## config.mk

```make
export PLATFORM = sky130hd
export DESIGN_NAME = functional_lane_resolver
export DESIGN_NICKNAME = d
export VERILOG_FILES = /design/src/rtl/fls_pkg.sv /design/src/rtl/fls_result_accumulator.sv /design/src/rtl/functional_lane_resolver.sv
export SDC_FILE = /design/constraint.sdc
export NUM_CORES = 1
export LEC_CHECK = 0
export ABC_AREA = 1
export CORE_MARGIN = 2
export CORE_UTILIZATION = 40
export DETAILED_ROUTE_END_ITERATION = 10
export DONT_BUFFER_PORTS = 1
export PLACE_DENSITY = 0.62
export SETUP_SLACK_MARGIN = 0.4
export SYNTH_ARGS = -nofsm -noshare
export SYNTH_HDL_FRONTEND = slang
export SYNTH_HIERARCHICAL = 1
export SYNTH_SLANG_ARGS = --single-unit
```

## constraint.sdc

```tcl
create_clock -name CLK -period 2 [get_ports CLK]
set_clock_uncertainty 0.1 [all_clocks]
set_input_delay 0.1 -clock CLK [delete_from_list [all_inputs] [get_ports CLK]]
set_output_delay 0.1 -clock CLK [all_outputs]
set_load 0.03 [all_outputs]
```

## src/rtl/fls_pkg.sv

```systemverilog
// Shared types and helpers for the functional-lane resolver.
// Holds the FSM state encoding and the lanes-per-group helper.
package fls_pkg;

    localparam logic [1:0] FLS_ENC_IDLE    = 2'b00;
    localparam logic [1:0] FLS_ENC_COLLECT = 2'b01;
    localparam logic [1:0] FLS_ENC_RESOLVE = 2'b10;
    localparam logic [1:0] FLS_ENC_DONE    = 2'b11;

    typedef enum logic [1:0] {
        IDLE    = FLS_ENC_IDLE,
        COLLECT = FLS_ENC_COLLECT,
        RESOLVE = FLS_ENC_RESOLVE,
        DONE    = FLS_ENC_DONE
    } fls_state_e;

    function automatic int fls_lanes_per_group(input int num_lanes, input int num_groups);
        return num_lanes / num_groups;
    endfunction

endpackage

```

## src/rtl/fls_result_accumulator.sv

```systemverilog
// Per-lane AND accumulator with iteration counter; done_strobe marks the
// cycle in which the final sample of a run is accepted.
module fls_result_accumulator
    import fls_pkg::*;
#(
    parameter int NUM_LANES  = 16,
    parameter int ITERATIONS = 4
) (
    input  logic                 CLK,
    input  logic                 rst_n,
    input  logic                 clear,
    input  logic                 valid,
    input  logic [NUM_LANES-1:0] lane_result,
    output logic [NUM_LANES-1:0] acc,
    output logic                 done_strobe
);

    localparam int CNT_W = $clog2(ITERATIONS + 1);
    localparam logic [CNT_W-1:0] LAST_IDX = CNT_W'(ITERATIONS - 1);

    logic [NUM_LANES-1:0] acc_r;
    logic [CNT_W-1:0]     count_r;
    logic                 last_s;

    assign last_s = (count_r == LAST_IDX);

    // Accumulator and sample counter; clear has priority over a sample.
    always_ff @(posedge CLK or negedge rst_n) begin
        if (!rst_n) begin
            acc_r   <= {NUM_LANES{1'b1}};
            count_r <= {CNT_W{1'b0}};
        end else if (clear) begin
            acc_r   <= {NUM_LANES{1'b1}};
            count_r <= {CNT_W{1'b0}};
        end else if (valid) begin
            acc_r   <= acc_r & lane_result;
            count_r <= last_s ? {CNT_W{1'b0}} : count_r + CNT_W'(1);
        end else begin
            acc_r   <= acc_r;
            count_r <= count_r;
        end
    end

    assign acc         = acc_r;
    assign done_strobe = valid & ~clear & last_s;

endmodule

```

## src/rtl/functional_lane_resolver.sv

```systemverilog
// MBINIT functional-lane resolver: FSM, group reduction and priority select.
// Optional COLLECT watchdog enabled by defining FLS_TIMEOUT_EN.
module functional_lane_resolver
    import fls_pkg::*;
#(
    parameter int NUM_LANES      = 16,
    parameter int NUM_GROUPS     = 2,
    parameter int ITERATIONS     = 4,
    parameter int TIMEOUT_CYCLES = 1024
) (
    input  logic                             CLK,
    input  logic                             rst_n,
    input  logic                             i_start,
    input  logic                             i_result_valid,
    input  logic [NUM_LANES-1:0]             i_lane_result,
    output logic [NUM_GROUPS-1:0]            o_lane_map,
    output logic [$clog2(NUM_LANES+1)-1:0]   o_lane_count,
    output logic                             o_busy,
    output logic                             o_done,
    output logic                             o_fail,
    output logic                             o_timeout
);

    localparam int LPG     = fls_lanes_per_group(NUM_LANES, NUM_GROUPS);
    localparam int COUNT_W = $clog2(NUM_LANES + 1);

    fls_state_e              state_r;
    fls_state_e              next_state_s;
    logic                    sample_valid_s;
    logic                    done_strobe_s;
    logic                    timeout_hit_s;
    logic [NUM_LANES-1:0]    acc_s;
    logic [NUM_GROUPS-1:0]   group_ok_s;
    logic [NUM_GROUPS-1:0]   map_s;
    logic                    fail_s;
    logic [COUNT_W-1:0]      count_s;

    logic [NUM_GROUPS-1:0]   lane_map_r;
    logic [COUNT_W-1:0]      lane_count_r;
    logic                    busy_r;
    logic                    done_r;
    logic                    fail_r;

    // A start in the same cycle as a sample drops the sample.
    assign sample_valid_s = i_result_valid & (state_r == COLLECT) & ~i_start;

    fls_result_accumulator #(
        .NUM_LANES  (NUM_LANES),
        .ITERATIONS (ITERATIONS)
    ) u_acc (
        .CLK         (CLK),
        .rst_n       (rst_n),
        .clear       (i_start),
        .valid       (sample_valid_s),
        .lane_result (i_lane_result),
        .acc         (acc_s),
        .done_strobe (done_strobe_s)
    );

`ifdef FLS_TIMEOUT_EN
    localparam int TMR_W = $clog2(TIMEOUT_CYCLES + 1);

    logic [TMR_W-1:0] timer_r;
    logic             timeout_r;

    // Watchdog: counts COLLECT cycles, restarted on every start.
    always_ff @(posedge CLK or negedge rst_n) begin
        if (!rst_n) begin
            timer_r <= {TMR_W{1'b0}};
        end else if (i_start) begin
            timer_r <= {TMR_W{1'b0}};
        end else if (state_r == COLLECT) begin
            timer_r <= timer_r + TMR_W'(1);
        end else begin
            timer_r <= timer_r;
        end
    end

    assign timeout_hit_s = (state_r == COLLECT) & ~i_start & ~done_strobe_s
                         & (timer_r == TMR_W'(TIMEOUT_CYCLES - 1));

    // Timeout flag, cleared by a new run.
    always_ff @(posedge CLK or negedge rst_n) begin
        if (!rst_n) begin
            timeout_r <= 1'b0;
        end else if (i_start) begin
            timeout_r <= 1'b0;
        end else if (timeout_hit_s) begin
            timeout_r <= 1'b1;
        end else begin
            timeout_r <= timeout_r;
        end
    end

    assign o_timeout = timeout_r;
`else
    logic unused_timeout_cfg_s;

    assign unused_timeout_cfg_s = ^TIMEOUT_CYCLES;
    assign timeout_hit_s        = 1'b0;
    assign o_timeout            = 1'b0;
`endif

    // State register.
    always_ff @(posedge CLK or negedge rst_n) begin
        if (!rst_n) begin
            state_r <= IDLE;
        end else begin
            state_r <= next_state_s;
        end
    end

    // Next-state logic; a start from any state (re)enters COLLECT.
    always_comb begin
        next_state_s = state_r;
        case (state_r)
            IDLE: begin
                if (i_start) next_state_s = COLLECT;
                else         next_state_s = IDLE;
            end
            COLLECT: begin
                if (i_start)            next_state_s = COLLECT;
                else if (done_strobe_s) next_state_s = RESOLVE;
                else if (timeout_hit_s) next_state_s = DONE;
                else                    next_state_s = COLLECT;
            end
            RESOLVE: begin
                if (i_start) next_state_s = COLLECT;
                else         next_state_s = DONE;
            end
            DONE: begin
                if (i_start) next_state_s = COLLECT;
                else         next_state_s = DONE;
            end
            default: next_state_s = IDLE;
        endcase
    end

    // Group reduction: a group is functional only if every lane passed.
    always_comb begin
        group_ok_s = {NUM_GROUPS{1'b0}};
        for (int g = 0; g < NUM_GROUPS; g++) begin
            group_ok_s[g] = &acc_s[g*LPG +: LPG];
        end
    end

    // Priority select: all groups, else the highest ok group alone, else none.
    always_comb begin
        map_s   = {NUM_GROUPS{1'b0}};
        count_s = {COUNT_W{1'b0}};
        fail_s  = ~|group_ok_s;
        if (&group_ok_s) begin
            map_s = {NUM_GROUPS{1'b1}};
        end else begin
            for (int g = 0; g < NUM_GROUPS; g++) begin
                if (group_ok_s[g]) begin
                    map_s    = {NUM_GROUPS{1'b0}};
                    map_s[g] = 1'b1;
                end else begin
                    map_s = map_s;
                end
            end
        end
        for (int g = 0; g < NUM_GROUPS; g++) begin
            count_s = count_s + (map_s[g] ? COUNT_W'(LPG) : {COUNT_W{1'b0}});
        end
    end

    // Registered outputs.
    always_ff @(posedge CLK or negedge rst_n) begin
        if (!rst_n) begin
            lane_map_r   <= {NUM_GROUPS{1'b1}};
            lane_count_r <= COUNT_W'(NUM_LANES);
            busy_r       <= 1'b0;
            done_r       <= 1'b0;
            fail_r       <= 1'b0;
        end else begin
            busy_r <= (next_state_s == COLLECT) | (next_state_s == RESOLVE);
            done_r <= (next_state_s == DONE);
            if (i_start) begin
                fail_r <= 1'b0;
            end else if (state_r == RESOLVE) begin
                lane_map_r   <= map_s;
                lane_count_r <= count_s;
                fail_r       <= fail_s;
            end else if (timeout_hit_s) begin
                lane_map_r   <= {NUM_GROUPS{1'b0}};
                lane_count_r <= {COUNT_W{1'b0}};
                fail_r       <= 1'b1;
            end else begin
                fail_r <= fail_r;
            end
        end
    end

    assign o_lane_map   = lane_map_r;
    assign o_lane_count = lane_count_r;
    assign o_busy       = busy_r;
    assign o_done       = done_r;
    assign o_fail       = fail_r;

endmodule

```

==> results.py, run 1 <==
metrics = {
    "worst_setup_path": {
        "crit_arrival_ns": 1.72,
        "cp_slowest_cell": "dfrtp_1",
        "path_delay_family": "simple AND/OR/NAND/NOR gates",
        "worstRegToRegCells": 6,
        "cpPeakStageDelay_ns": 0.44,
        "rr_startpoint": "state_r[1]",
        "cp.buffers_inverters": 1,
        "endpoint_kind": "flop",
        "critPathRequiredTime_ns": 2.12,
        "path_max_fanout": 3,
        "crit_type": "flop to flop",
        "reg2reg_to": "o_busy",
        "r2r_setup_slack_ns": 0.40,
        "path_cells": "nor3_2 > inv_2 > nor3_4 > nand2_1 > a21oi_2 > ha_1",
        "cp-start-kind": "flop",
    },
    "synth": {
        "ys_ff_latch": 28,
        "synthCells": 146,
        "syn_avg_cell_area_um2": 8.85,
        "synth_cell_types": 20,
        "ys_seq_area_frac": 0.561,
        "ys_warn_count": 6,
        "synth_area_um2": 1290,
        "yosys-top-cells-area": "dfstp_2 (39%), dfrtp_1 (17%), nand2_1 (8.4%)",
        "netlist.area_leader.share": 0.386,
        "synth_area_leader_cell": "dfstp_2",
    },
    "run": {
        "drv_cap": 0,
    },
    "timing": {
        "period_minus_slack_ns": 1.60,
        "final_hold_viol_count": 27,
        "hold_ws_ns": -0.280,
        "timing.final.crit_share": 0.802,
        "slew_violations": 0,
        "fmax_mhz": 623,
        "setup_viol": 0,
        "rsz0062_at_grt": "yes",
        "fin_ws_ns": 0.395,
        "setup_tns_ns": 0,
    },
    "clock_network": {
        "cts_tree": "built",
        "clock_sink_count": 28,
        "clockBufferDepth": 2,
        "h-tree-depth": 1,
        "cts-root-buf": "clkbuf_4",
        "clk_latency_ns": 0.32,
        "cts-hold-fix-buffers": 36,
        "clkTransAtPathRegs_ns": 0.14,
        "cts_buffers": 3,
    },
    "layout": {
        "drive_gt1_frac": 0.207,
        "fin_nets": 209,
        "final_cell_mix": "dlygate4sd3_1 (34), nand2_1 (29), inv_1 (22), nor2_1 (22), dfstp_2 (19)",
        "fill_cells": 291,
        "antennaDiodeCount": 0,
        "final_common_cell": "dlygate4sd3_1",
        "area_delta_synth_final_pct": 34.8,
    },
    "route": {
        "drt_iter0_markers": 35,
        "vias_per_cell": 4.45,
        "antenna_left": 0,
        "wl_per_cell_um": 11.2,
        "wirelength_mm": 2.55,
        "drcViolationCount": 0,
        "dr.pass1.iters": 4,
        "num_vias": 1014,
    },
    "die": {
        "dieArea_um2": 3700,
        "core_area_um2": 3050,
        "die_x_um": 60.8,
        "die_h_um": 60.8,
        "num_rows": 20,
        "num_io_pins": 31,
        "start_util": 0.423,
    },
    "placement": {
        "gp_congestion": 0.762,
        "numPortBuffers": 0,
        "pre_cts_ws_ns": 0.315,
        "post-dp-hpwl_mm": 1.47,
    },
    "pwr": {
        "power_density_nw_per_um2": 588,
        "power.leakage_nw": 0.907,
        "vdd_ir_drop_max_mv": 0.416,
    },
    "outcome": {
        "violations": "hold timing",
        "status": "finished with violations",
    },
    "grt": {
        "grtUsageTotal": 0.156,
        "grt_max_degree": 29,
        "grt_pass1_vias": 994,
        "grt_pass1_wl_mm": 4.13,
        "overflow": 0,
        "antenna_found_initial": 0,
    },
    "min_path": {
        "hp-class": "primary input to flop",
        "hold_depth": 1,
        "worstHoldEndpoint": "o_fail",
        "hold_path.startpoint": "i_start",
    },
}
[report_power, final]
group          total [W]  switching (W)  internal [W]
logic           0.000147      0.0000763     0.0000704
registers       0.000613      0.0000113      0.000602
clock network   0.000264       0.000152      0.000111
total            0.00102       0.000240      0.000784
[Yosys cell counts]
cell       n
a21oi_1   18
nor2_1    22
nand2_4    1
inv_2      2
o21ai_1    1
dfrtp_1    9
nor2_4     1
ha_1       4
o211ai_1   1
nor2_2     1
nand2_1   29
buf_4      6
nor3_1     2
nand3_2    1
dfstp_2   19
nand2_2    1
inv_1     23
buf_6      1
nand3_1    3
conb_1     1
[repair_timing]
action | in CTS | in global routing
setup endpoints to repair | 1 | 4
pin swaps | 2 | 1
setup buffers | 1 | 2
gates resized for setup | 3 | 1
endpoints found under the hold margin | 56 | 27
[registers in the layout, summed over array words and instances, names as in the netlist]
register / count
u_acc/acc: 16
u_acc/count_r: 3
o_lane_count: 2
o_lane_map: 2
state_r: 2
o_busy: 1
o_done: 1
o_fail: 1
[routing by layer]
metal,share of wire,vias to the layer above,global-route usage
met5,0,-,0
met4,0.0055,0,0.0373
met3,0.058,2,0.0469
met2,0.52,31,0.287
met1,0.42,473,0.175
li1,-,508,-
[cells by family after synthesis]
| logic type | after synthesis | share of synthesized area |
|---|---|---|
| adders and majority gates | 4 | 0.0387 |
| DFF | 28 | 0.561 |
| other | 1 | 0.00290 |
| and+or+nand+nor | 61 | 0.202 |
| AOI/OAI and AO/OA | 20 | 0.0794 |
| buffers and inverters | 32 | 0.116 |
[worst max path at each step]
stage,startpoint,end,slack (ns),cells after the start
after global placement,state_r[1],o_busy,0.35,6
after CTS,state_r[1],o_busy,0.41,6
after detailed placement,state_r[1],o_busy,0.31,6
final,state_r[1],o_busy,0.40,6
after floorplan,state_r[1],o_busy,0.41,6
after global routing,state_r[1],o_busy,0.31,6
[cell type report]
type / instances / area (um2) / area share
clock buffers: 4 / 36.3 / 0.0208
inverters: 25 / 93.8 / 0.0539
multi-input cells: 89 / 449 / 0.258
flip-flops and latches: 28 / 724 / 0.416
well taps: 44 / 55.1 / 0.0316
repair buffers: 38 / 383 / 0.220
[stage by stage]
| step | area [um2] | util | power (W) | hold slack (ns) | cells |
|---|---|---|---|---|---|
| 3_3_place_gp | 1310 | 0.428 | 0.000701 | -0.295 | 186 |
| 5_1_grt | 1740 | 0.570 | 0.00109 | -0.314 | 228 |
| 2_1_floorplan | 1310 | - | 0.000702 | -0.296 | 149 |
| 3_5_place_dp | 1310 | 0.428 | 0.000704 | -0.295 | 186 |
| 6_report | 1740 | 0.570 | 0.00102 | -0.280 | 228 |
| 4_1_cts | 1730 | 0.567 | 0.00104 | -0.296 | 227 |
(Power assumes the default switching activity.)
==> inputs of run 2 (changes only) <==
==> constraint.sdc (replaced) <==
create_clock -name CLK -period 1.53 [get_ports CLK]
set_clock_uncertainty 0.1 [all_clocks]
set_input_delay 0.0765 -clock CLK [delete_from_list [all_inputs] [get_ports CLK]]
set_output_delay 0.0765 -clock CLK [all_outputs]
set_load 0.03 [all_outputs]
==> run 2 against run 1 <==
The run ends with hold timing, setup timing left. Critical path depth is the same. Sequential share of layout area shrank 2.7 points. Cell area grew 7.0%. Critical path type unchanged.
==> results.py, run 2 (synthesis results as in run 1) <==
metrics = {
    "die": {
        "core_area_um2": 3050,
        "dieArea_um2": 3700,
        "die_h_um": 60.8,
        "num_rows": 20,
        "num_io_pins": 31,
        "start_util": 0.423,
        "die_x_um": 60.8,
    },
    "timing": {
        "slew_violations": 0,
        "hold_ws_ns": -0.305,
        "period_minus_slack_ns": 1.55,
        "rsz0062_at_grt": "yes",
        "fin_ws_ns": -0.0193,
        "fmax_mhz": 645,
        "final_hold_viol_count": 27,
        "setup_viol": 1,
        "timing.final.crit_share": 1.01,
    },
    "worst_setup_path": {
        "r2r_setup_slack_ns": -0.02,
        "cp-start-kind": "flop",
        "critPathRequiredTime_ns": 1.66,
        "crit_type": "flop to flop",
        "crit_arrival_ns": 1.68,
        "worstRegToRegCells": 6,
        "path_max_fanout": 2,
        "rr_startpoint": "state_r[1]",
        "crit_start": "state_r[1]",
        "endpoint_kind": "flop",
        "reg2reg_to": "o_busy",
    },
    "grt": {
        "antenna_found_initial": 0,
        "grtUsageTotal": 0.153,
        "grt_pass1_wl_mm": 4.12,
        "grt_pass1_vias": 944,
        "grt_max_degree": 29,
        "overflow": 0,
    },
    "layout": {
        "area_delta_synth_final_pct": 44.1,
        "drive_gt1_frac": 0.483,
        "fin_util": 0.610,
        "final_cell_mix": "inv_1 (20), nand2_1 (19), dfstp_2 (19)",
        "antennaDiodeCount": 0,
        "final_common_cell": "inv_1",
        "largest_reg_flops": 16,
        "fin_nets": 205,
    },
    "pwr": {
        "power.leakage_nw": 0.886,
        "power_density_nw_per_um2": 744,
        "power_w": 0.00139,
        "vdd_ir_drop_max_mv": 0.408,
    },
    "min_path": {
        "hp-class": "primary input to flop",
        "hold_path.startpoint": "i_start",
        "worstHoldEndpoint": "u_acc/count_r[2]",
        "hold_depth": 1,
    },
    "route": {
        "vias_per_cell": 4.56,
        "wl_per_cell_um": 11.4,
        "drcViolationCount": 0,
        "wirelength_mm": 2.56,
        "num_vias": 1021,
        "drt_iter0_markers": 22,
        "dr.pass1.iters": 5,
        "antenna_left": 0,
    },
    "run": {
        "drv_cap": 0,
    },
    "clock_network": {
        "clock_sink_count": 28,
        "clockBufferDepth": 2,
        "h-tree-depth": 1,
        "cts_buffers": 3,
        "cts-hold-fix-buffers": 19,
        "clk_latency_ns": 0.32,
        "cts_tree": "built",
        "cts-root-buf": "clkbuf_4",
        "clkTransAtPathRegs_ns": 0.15,
    },
    "placement": {
        "post-dp-hpwl_mm": 1.60,
        "numPortBuffers": 0,
        "gp_congestion": 0.739,
    },
    "outcome": {
        "status": "finished with violations",
        "violations": "hold timing, setup timing",
    },
}
run 2: what timing repair did:
item	CTS	global route
buffers inserted	6	3
endpoints found under the setup margin	31	31
hold endpoints to repair	56	27
pin swaps	13	8
cloned	1	0
gates resized for setup	23	17
run 2: worst max-delay path, cell delays in order (launching register included):
cell     delay, ns
dfrtp_1       0.44
nor3_4        0.20
inv_2         0.06
nor3_2        0.17
nand2_1       0.09
a21oi_2       0.15
ha_1          0.25
run 2: worst max-delay path by stage:
stage,to,slack [ns],cells past startpoint
global placement,o_busy,0.05,6
global route,o_busy,-0.1,6
CTS,o_busy,-0.03,6
finish,o_busy,-0.02,6
floorplan,o_busy,-0.007,6
detailed placement,o_busy,-0.04,6
run 2: metal layers:
layer / routed length [um] / share of wire / vias to the layer above / GRT usage
met4: 14 / 0.0055 / 0 / 0.0652
met5: 0 / 0 / - / 0
met3: 128 / 0.050 / 2 / 0.0256
li1: - / - / 503 / -
met2: 1350 / 0.52 / 31 / 0.270
met1: 1070 / 0.42 / 485 / 0.183
run 2: stage by stage:
step | hold WS (ns) | worst slack [ns] | std cells | cell area (um2) | setup TNS (ns)
2_1_floorplan | -0.319 | -0.00691 | 149 | 1360 | -0.00691
3_3_place_gp | -0.319 | 0.0489 | 191 | 1400 | 0
3_5_place_dp | -0.319 | -0.0401 | 191 | 1400 | -0.0401
4_1_cts | -0.326 | -0.0264 | 221 | 1780 | -0.0296
5_1_grt | -0.351 | -0.0994 | 224 | 1860 | -0.575
6_report | -0.305 | -0.0193 | 224 | 1860 | -0.0193
run 2: cell type report:
class                      count  area (um2)
multi-input combinational     89         592
fill                         262        1190
timing repair buffer          34         372
clock buffer                   4        26.3
tap                           44        55.1
sequential                    28         724
inverter                      25        93.8
run 2: power breakdown:
group / switching [W] / internal, W
Combinational: 0.000142 / 0.000132
Clock: 0.000207 / 0.000102
Sequential: 0.0000159 / 0.000787
Total: 0.000364 / 0.00102
==> inputs of run 3 (changes only) <==
--- a/config.mk
+++ b/config.mk
@@ -6,7 +6,6 @@
 export NUM_CORES = 1
 export LEC_CHECK = 0
 export ABC_AREA = 1
-export CORE_MARGIN = 2
 export CORE_UTILIZATION = 40
 export DETAILED_ROUTE_END_ITERATION = 10
 export DONT_BUFFER_PORTS = 1
==> run 3 against run 2 <==
The flow still finishes with violations (hold timing, setup timing). Cell count is 1.3% higher. Power rose by 7.2%. Die area decreased by 6.5%. Global-route usage is 2.5 points higher.
==> results.py, run 3 (synthesis results as in run 1) <==
metrics = {
    "outcome": {
        "status": "finished with violations",
        "violations": "hold timing, setup timing",
    },
    "timing": {
        "period_minus_slack_ns": 1.58,
        "timing.final.crit_share": 1.03,
        "rsz0062_at_grt": "yes",
        "setup_viol": 1,
        "final_hold_viol_count": 22,
        "slew_violations": 0,
        "hold_ws_ns": -0.144,
        "fmax_mhz": 633,
        "fin_ws_ns": -0.0494,
    },
    "placement": {
        "place_area_um2": 1400,
        "gp_congestion": 0.699,
        "numPortBuffers": 0,
        "place_inst": 191,
        "post-dp-hpwl_mm": 1.54,
        "pre_cts_ws_ns": -0.0587,
    },
    "grt": {
        "grt_pass1_wl_mm": 4.51,
        "grt_max_degree": 29,
        "grtUsageTotal": 0.178,
        "grt_pass1_vias": 1049,
        "overflow": 0,
        "antenna_found_initial": 0,
    },
    "route": {
        "drt_iter0_markers": 32,
        "antenna_left": 0,
        "drcViolationCount": 0,
        "wl_per_cell_um": 11.9,
        "vias_per_cell": 4.47,
        "num_vias": 1014,
        "wirelength_mm": 2.69,
        "dr.pass1.iters": 4,
    },
    "die": {
        "die_h_um": 58.8,
        "core_area_um2": 3050,
        "dieArea_um2": 3460,
        "die_x_um": 58.8,
        "num_rows": 20,
        "start_util": 0.423,
        "num_io_pins": 31,
    },
    "run": {
        "drv_cap": 0,
    },
    "layout": {
        "final_common_cell": "inv_1",
        "largest_reg_flops": 16,
        "fin_nets": 208,
        "antennaDiodeCount": 0,
        "drive_gt1_frac": 0.503,
        "final_cell_count_no_fill": 227,
        "stdcell_area_um2": 1920,
        "area_delta_synth_final_pct": 48.4,
        "final_cell_mix": "inv_1 (20), dfstp_2 (19), dlygate4sd3_1 (18)",
    },
    "clock_network": {
        "clockBufferDepth": 2,
        "cts_buffers": 3,
        "clk_latency_ns": 0.33,
        "clkTransAtPathRegs_ns": 0.15,
        "clock_sink_count": 28,
        "h-tree-depth": 1,
        "cts_tree": "built",
        "cts-root-buf": "clkbuf_4",
    },
    "pwr": {
        "vdd_ir_drop_max_mv": 0.498,
        "power.leakage_nw": 0.929,
        "power_density_nw_per_um2": 774,
        "power_w": 0.00148,
    },
    "worst_setup_path": {
        "crit_arrival_ns": 1.71,
        "critPathRequiredTime_ns": 1.66,
        "cp-start-kind": "flop",
        "path_max_fanout": 2,
        "crit_type": "flop to flop",
        "r2r_setup_slack_ns": -0.05,
        "endpoint_kind": "flop",
    },
    "min_path": {
        "hp-class": "primary input to flop",
    },
}
-- run 3: final cells by class --
cell class | count | area, um2
tap | 44 | 55.1
fill | 250 | 1130
sequential | 28 | 724
timing repair buffer | 37 | 407
multi-input combinational | 89 | 602
clock buffer | 4 | 36.3
inverter | 25 | 93.8
-- run 3: power by group --
group          internal, W  leakage (nW)  switching (W)
sequential        0.000787         0.314      0.0000172
combinational     0.000158         0.594       0.000159
clock             0.000146        0.0210       0.000218
total              0.00109         0.929       0.000395
-- run 3: metal layers --
| metal | wire length, um | vias to the layer above | global-route usage |
|---|---|---|---|
| met5 | 0 | - | 0 |
| met4 | 33 | 0 | 0.0646 |
| met3 | 115 | 4 | 0.0549 |
| met2 | 1410 | 30 | 0.302 |
| met1 | 1140 | 472 | 0.211 |
| li1 | - | 508 | - |
-- run 3: worst max-delay path, stage by stage, from the launching register on --
cell     delay, ns
dfrtp_1       0.43
nor3_2        0.21
inv_2         0.07
nor3_4        0.18
nand2_1       0.09
a21oi_2       0.15
ha_1          0.25
-- run 3: what timing repair did --
item                                    CTS  global route
hold endpoints to repair                 56            27
endpoints found under the setup margin   31            31
hold buffers                             19             1
gates resized for setup                  30            14
gates cloned                              1             0
pin swaps                                14             9
buffers inserted                          9             2
-- run 3: per-stage QoR --
stage | util | setup TNS, ns
2_1_floorplan | - | -0.00691
3_3_place_gp | 0.459 | 0
3_5_place_dp | 0.459 | -0.0587
4_1_cts | 0.601 | -0.0356
5_1_grt | 0.628 | -0.152
6_report | 0.628 | -0.0494
-- run 3: worst paths after layout --
kind                                   from          endpoint  depth (start not counted)
min                                 i_start            o_fail                          2
min in group asynchronous             rst_n        state_r[1]                          2
max in group asynchronous             rst_n      u_acc/acc[8]                          2
max                              state_r[1]            o_busy                          6
min reg2reg                u_acc/count_r[1]  u_acc/count_r[1]                          2
max reg2reg                      state_r[1]            o_busy                          6
